==> src/rtl/regfile_pkg.sv <==
// Shared widths, types and constants for the 2-read/1-write register file.
package regfile_pkg;
  localparam int ADDR_W = 5;
  localparam int DATA_W = 32;
  localparam int NREGS  = 1 << ADDR_W;

  typedef logic [ADDR_W-1:0] reg_addr_t;
  typedef logic [DATA_W-1:0] reg_data_t;

  localparam reg_addr_t ZERO_REG = '0;
endpackage

==> src/rtl/regfile_2r1w_sb_scoreboard.sv <==
// Pending-write scoreboard: reserve at issue, release at writeback, stall decode on busy sources.
module rf_scoreboard
  import regfile_pkg::*;
#(
  parameter int ADDR_W = regfile_pkg::ADDR_W,
  parameter int NREGS  = regfile_pkg::NREGS
) (
  input  logic              clk,
  input  logic              reset,
  input  logic              iss_valid,
  input  logic [ADDR_W-1:0] iss_addr,
  input  logic              wr_en,
  input  logic [ADDR_W-1:0] wr_addr,
  input  logic              rd_en,
  input  logic [ADDR_W-1:0] rd_addr_a,
  input  logic [ADDR_W-1:0] rd_addr_b,
  output logic              stall,
  output logic [NREGS-1:0]  pending
);
  logic [NREGS-1:0] pending_q, pending_d;
  logic             wr_live, iss_live;

  assign wr_live  = wr_en && (wr_addr != '0);
  assign iss_live = iss_valid && (iss_addr != '0);

  // A retiring writeback forwards its data, so it does not hold up the reader.
  function automatic logic src_busy(input logic [ADDR_W-1:0] x);
    return pending_q[x] && !(wr_live && (wr_addr == x));
  endfunction

  always_comb begin
    pending_d = pending_q;
    if (wr_live)  pending_d[wr_addr]  = 1'b0;
    // Set after clear: a new producer replaces the one retiring this edge.
    if (iss_live) pending_d[iss_addr] = 1'b1;
    pending_d[0] = 1'b0;
  end

  always_ff @(posedge clk) begin
    if (reset) pending_q <= '0;
    else       pending_q <= pending_d;
  end

  assign stall   = !reset && rd_en && (src_busy(rd_addr_a) || src_busy(rd_addr_b));
  assign pending = pending_q;
endmodule

==> src/rtl/regfile_2r1w_sb.sv <==
// Register file with write-first bypassed registered reads and a pending-write scoreboard.
module regfile_2r1w_sb
  import regfile_pkg::*;
#(
  parameter int DATA_W = regfile_pkg::DATA_W,
  parameter int ADDR_W = regfile_pkg::ADDR_W,
  parameter int NREGS  = regfile_pkg::NREGS
) (
  input  logic              clk,
  input  logic              reset,
  input  logic              rd_en,
  input  logic [ADDR_W-1:0] rd_addr_a,
  input  logic [ADDR_W-1:0] rd_addr_b,
  output logic [DATA_W-1:0] rd_data_a,
  output logic [DATA_W-1:0] rd_data_b,
  output logic              rd_valid,
  output logic              stall,
  input  logic              iss_valid,
  input  logic [ADDR_W-1:0] iss_addr,
  input  logic              wr_en,
  input  logic [ADDR_W-1:0] wr_addr,
  input  logic [DATA_W-1:0] wr_data,
  output logic [NREGS-1:0]  pending
);
  logic [NREGS-1:0][DATA_W-1:0] regs_q, regs_d;
  logic [DATA_W-1:0]            rd_data_a_q, rd_data_a_d;
  logic [DATA_W-1:0]            rd_data_b_q, rd_data_b_d;
  logic                         rd_valid_q, rd_valid_d;
  logic                         wr_live, rd_accept;

  rf_scoreboard #(.ADDR_W(ADDR_W), .NREGS(NREGS)) u_sb (
    .clk       (clk),
    .reset     (reset),
    .iss_valid (iss_valid),
    .iss_addr  (iss_addr),
    .wr_en     (wr_en),
    .wr_addr   (wr_addr),
    .rd_en     (rd_en),
    .rd_addr_a (rd_addr_a),
    .rd_addr_b (rd_addr_b),
    .stall     (stall),
    .pending   (pending)
  );

  assign wr_live   = wr_en && (wr_addr != ZERO_REG);
  assign rd_accept = rd_en && !stall;

  function automatic logic [DATA_W-1:0] rd_value(input logic [ADDR_W-1:0] x);
    if (x == ZERO_REG)              return '0;
    if (wr_live && (wr_addr == x))  return wr_data;
    return regs_q[x];
  endfunction

  always_comb begin
    regs_d = regs_q;
    if (wr_live) regs_d[wr_addr] = wr_data;
    regs_d[0] = '0;
  end

  always_comb begin
    rd_valid_d  = rd_accept;
    rd_data_a_d = rd_data_a_q;
    rd_data_b_d = rd_data_b_q;
    if (rd_accept) begin
      rd_data_a_d = rd_value(rd_addr_a);
      rd_data_b_d = rd_value(rd_addr_b);
    end
  end

  always_ff @(posedge clk) begin
    if (reset) begin
      regs_q      <= '0;
      rd_data_a_q <= '0;
      rd_data_b_q <= '0;
      rd_valid_q  <= 1'b0;
    end else begin
      regs_q      <= regs_d;
      rd_data_a_q <= rd_data_a_d;
      rd_data_b_q <= rd_data_b_d;
      rd_valid_q  <= rd_valid_d;
    end
  end

  assign rd_data_a = rd_data_a_q;
  assign rd_data_b = rd_data_b_q;
  assign rd_valid  = rd_valid_q;
endmodule

==> config.mk <==
export PLATFORM = sky130hd
export DESIGN_NAME = regfile_2r1w_sb
export DESIGN_NICKNAME = d
export VERILOG_FILES = /design/src/rtl/regfile_pkg.sv /design/src/rtl/regfile_2r1w_sb_scoreboard.sv /design/src/rtl/regfile_2r1w_sb.sv
export SDC_FILE = /design/constraint.sdc
export NUM_CORES = 2
export LEC_CHECK = 0
export ABC_CLOCK_PERIOD_IN_PS = 3540
export BUFFER_PORTS_ARGS = -buffer_cell sky130_fd_sc_hd__buf_2
export CAP_MARGIN = 10
export CORE_ASPECT_RATIO = 2
export CORE_UTILIZATION = 57
export DETAILED_ROUTE_END_ITERATION = 7
export PLACE_DENSITY_LB_ADDON = 0.12
export SLEW_MARGIN = 20
export SYNTH_ARGS = -nofsm -noshare
export SYNTH_HDL_FRONTEND = slang
export SYNTH_SLANG_ARGS = --single-unit
==> constraint.sdc <==
create_clock -name clk -period 3.54 [get_ports clk]
set_clock_uncertainty 0.1 [all_clocks]
set_input_delay 0.708 -clock clk [delete_from_list [all_inputs] [get_ports clk]]
set_output_delay 0.708 -clock clk [all_outputs]
set_load 0.02 [all_outputs]
==> reports/qor.yml <==
drt:
  wire_per_inst_um: 32.62
  wirelength_mm: 254.9
  via_per_inst: 7.166
  drc: 0
  vias: 55990
  antenna_left: 0
  drt-initial-drc-count: 8459
  dr.pass1.iters: 7
worst_hold_path:
  holdPathEnd: "regs_q[315]"
  whs_path_depth: 3
  min-delay-start: "wr_data[27]"
  hold_class: "in2reg"
global_route:
  grt_pass1_wl_mm: 363.1
  grt_use_total_pct: 50.81
  grt_start_max_net_pins: 224
  antenna_found_initial: 27
  grt_pass1_vias: 52951
  overflow: 0
floorplanning:
  design.die.area_um2: 98610
  initial_utilization_pct: 57.59
  num_rows: 161
  die_x_um: 222.6
  die_h_um: 443.1
  ios: 155
  core_area_um2: 96290
setup_path:
  critPathMostFrequentCell: "and2_4"
  timing.rr.end: "rd_data_a[30]"
  path_delay_family: "simple AND/OR/NAND/NOR gates"
  crit_path_start_kind: "input pin"
  r2r_cells: 9
  worstPathMaxFanout: 2
  crit_type: "in2out"
  crit_chain: "buf_8 > or3_4 > o311a_1 > and2_4 > or4_4 > o31ai_4 > and2_4 > buf_6"
  cpPeakStageDelay_ns: 0.44
  r2r_start: "u_sb.pending[24]"
  cp-end-kind: "output port"
  cp_num_buf_inv: 2
  slowest_stage: "or4_4"
  cp.required_ns: 2.73
  crit_arrival_ns: 2.82
  timing.reg2reg.setup_slack_ns: 0.24
timing:
  layout_setup_ws_ns: -0.09235
  slew_violations: 0
  period_share_pct: 102.6
  post-route-min-period_ns: 3.632
  timing.fmax_mhz: 275.3
  hold_viol: 0
  setup_violations: 1
  tns_ns: -0.09235
  worst_slew_pin_slew_ns: 1.374
  relSlewSlack_pct: 8.399
  rsz0062_at_grt: "true"
outcome:
  status: "finished with violations"
  violations: "negative setup slack"
logic_synthesis:
  synthCells: 6590
  synthAdderAreaFrac_pct: 0
  syn-cell-area_um2: 55450
  synth_top_area_share_pct: 39.28
  yosys.area.top_type: "dfxtp_1"
  yosysWarnings: 0
  syn-num-nets: 6647
  synthXorXnorAreaFrac_pct: 0.1579
  synth-compound-area-share_pct: 16.81
  synth_flop_cell: "dfxtp_1"
  ys_ff_latch: 1088
  syn_avg_cell_area_um2: 8.415
  muxShareOfSynthArea_pct: 21.02
  ys_seq_area_share_pct: 39.28
  synth_edf_count: 0
  synth_top_family_by_area: "multiplexers"
  yosys.area_share.simple_pct: 17.51
  async_flop_share_pct: 0
  synth_area_leaders: "dfxtp_1 39%, nand2_1 14%, mux4_2 14%"
  yosys.cell_types.count: 71
placed_design:
  place_ws_ns: -0.1701
  dpl.hpwl_mm: 161.3
  io_buffers: 153
  gp_congestion: 1.027
cells_and_area:
  drive_gt1_share_pct: 18.33
  areaGrowthSynthToFinish_pct: 11.95
  final_nets: 6542
clock_network:
  cts_sinks: 1088
  cts_root_buf: "clkbuf_16"
  cts_buffers: 96
  ctsHoldBuffers: 0
  clk_path_buf_depth: 3
  clkTransAtPathRegs_ns: 0.06
  clkLatencyLatePin_ns: 0.77
  cts_tree: "built"
  h-tree-depth: 3
power_and_ir_drop:
  power_density_nw_per_um2: 431.5
  p_leak_uw: 0.02099
  irDropWorstVdd_mv: 0.4668
flow_run:
  maxCapViolCount: 0
power breakdown:
group | total, uW | internal, uW | switching (uW) | leakage [uW]
Combinational | 2950 | 898 | 2050 | 0.0106
Clock | 11300 | 6210 | 5140 | 0.00164
Sequential | 12500 | 12400 | 128 | 0.00878
Total | 26800 | 19500 | 7320 | 0.0210
logic make-up (layout without fill, tap and decap cells):
logic type | count (synthesis) | count (layout)
other | 1 | 28
buffers and inverters | 718 | 692
multiplexers | 716 | 716
AO/OA/AOI/OAI | 1608 | 1608
XOR/XNOR | 10 | 10
AND/OR/NAND/NOR | 2449 | 2449
flip-flops | 1088 | 1088
layout by cell type, fill, tap and decap left out, types with 97 or more instances in the layout:
cell and n:
dfxtp_1 1075, mux4_2 350, buf_4 278, buf_2 143, a21oi_1 1082, o21ai_0 118, nand2_1 2081, clkbuf_16 99
nor2_1 97, mux2i_1 279
metrics by stage:
step                      hold slack [ns]  cell area, um2  util, %  std cells  total power (uW)
final                              0.2206           62080    64.47       7813             26780
after global routing               0.1997           62020    64.41       7792             27210
after CTS                          0.1972           61970    64.35       7784             26550
after detailed placement           0.3546           58610    60.87       7607             15560
after global placement             0.3478           58610    60.87       7607             15540
after floorplan                    0.3424           55460        -       6590             14360
flip-flops by register name (all words and copies together), names as in the netlist:
signal,flops
rd_valid,1
regs_q,992
rd_data_b,32
u_sb.pending,31
rd_data_a,32
worst max path at each step:
| stage | start | endpoint | slack, ns | cells past startpoint |
|---|---|---|---|---|
| after floorplan | wr_addr[3] | stall | -0.04 | 8 |
| after global placement | wr_addr[2] | rd_data_b[11] | -0.19 | 11 |
| after detailed placement | rd_addr_a[0] | rd_data_a[30] | -0.17 | 9 |
| after CTS | u_sb.pending[15] | stall | -0.03 | 7 |
| after global routing | u_sb.pending[11] | stall | -0.1 | 7 |
| final | wr_addr[2] | stall | -0.09 | 8 |
synthesized netlist by cell type, drive strengths merged (9+ instances only):
| cell type | n |
|---|---|
| a211oi | 21 |
| a21oi | 1082 |
| a221o | 25 |
| a221oi | 74 |
| a22oi | 70 |
| a31oi | 29 |
| a32oi | 11 |
| buf | 140 |
| clkbuf | 548 |
| dfxtp | 1088 |
| inv | 28 |
| mux2 | 87 |
| mux2i | 279 |
| mux4 | 350 |
| nand2 | 2113 |
| nand2b | 18 |
| nand3 | 36 |
| nand3b | 37 |
| nor2 | 131 |
| nor2b | 20 |
| nor3 | 35 |
| nor4 | 9 |
| o2111ai | 15 |
| o211ai | 14 |
| o21ai | 119 |
| o221ai | 25 |
| o22ai | 30 |
| o311ai | 10 |
| o31ai | 30 |
routing by layer:
| metal | vias to the layer above | track usage (%) | share of wire, % |
|---|---|---|---|
| met5 | - | 0 | 0.049 |
| met4 | 20 | 51.74 | 12 |
| met3 | 1680 | 15.43 | 13 |
| met2 | 4656 | 75.98 | 44 |
| met1 | 26726 | 55.99 | 32 |
| li1 | 22908 | - | - |
cell type report:
cell class / count / area [um2]
fill: 8286 / 34210
timing repair buffer: 485 / 4036
antenna: 27 / 67.56
clock buffer: 134 / 2849
multi-input combinational: 4784 / 31210
tap: 1222 / 1529
clock inverter: 43 / 459.2
sequential: 1088 / 21810
inverter: 30 / 113.9
timing repair:
item,in CTS,in global routing
gates resized for setup,17,13
hold endpoints to repair,0,0
setup endpoints to repair,1,1
pin swaps,2,5
setup buffers,0,2
worst reg2reg max path, cell delays in order (launching register included):
cell	delay, ns
dfxtp_1	0.32
buf_4	0.16
mux4_2	0.46
mux2_2	0.29
o22ai_2	0.15
or4_1	0.18
o31ai_4	0.11
buf_4	0.23
nor2b_4	0.91
a221oi_1	0.23
Power figures use the tool's default switching activity.
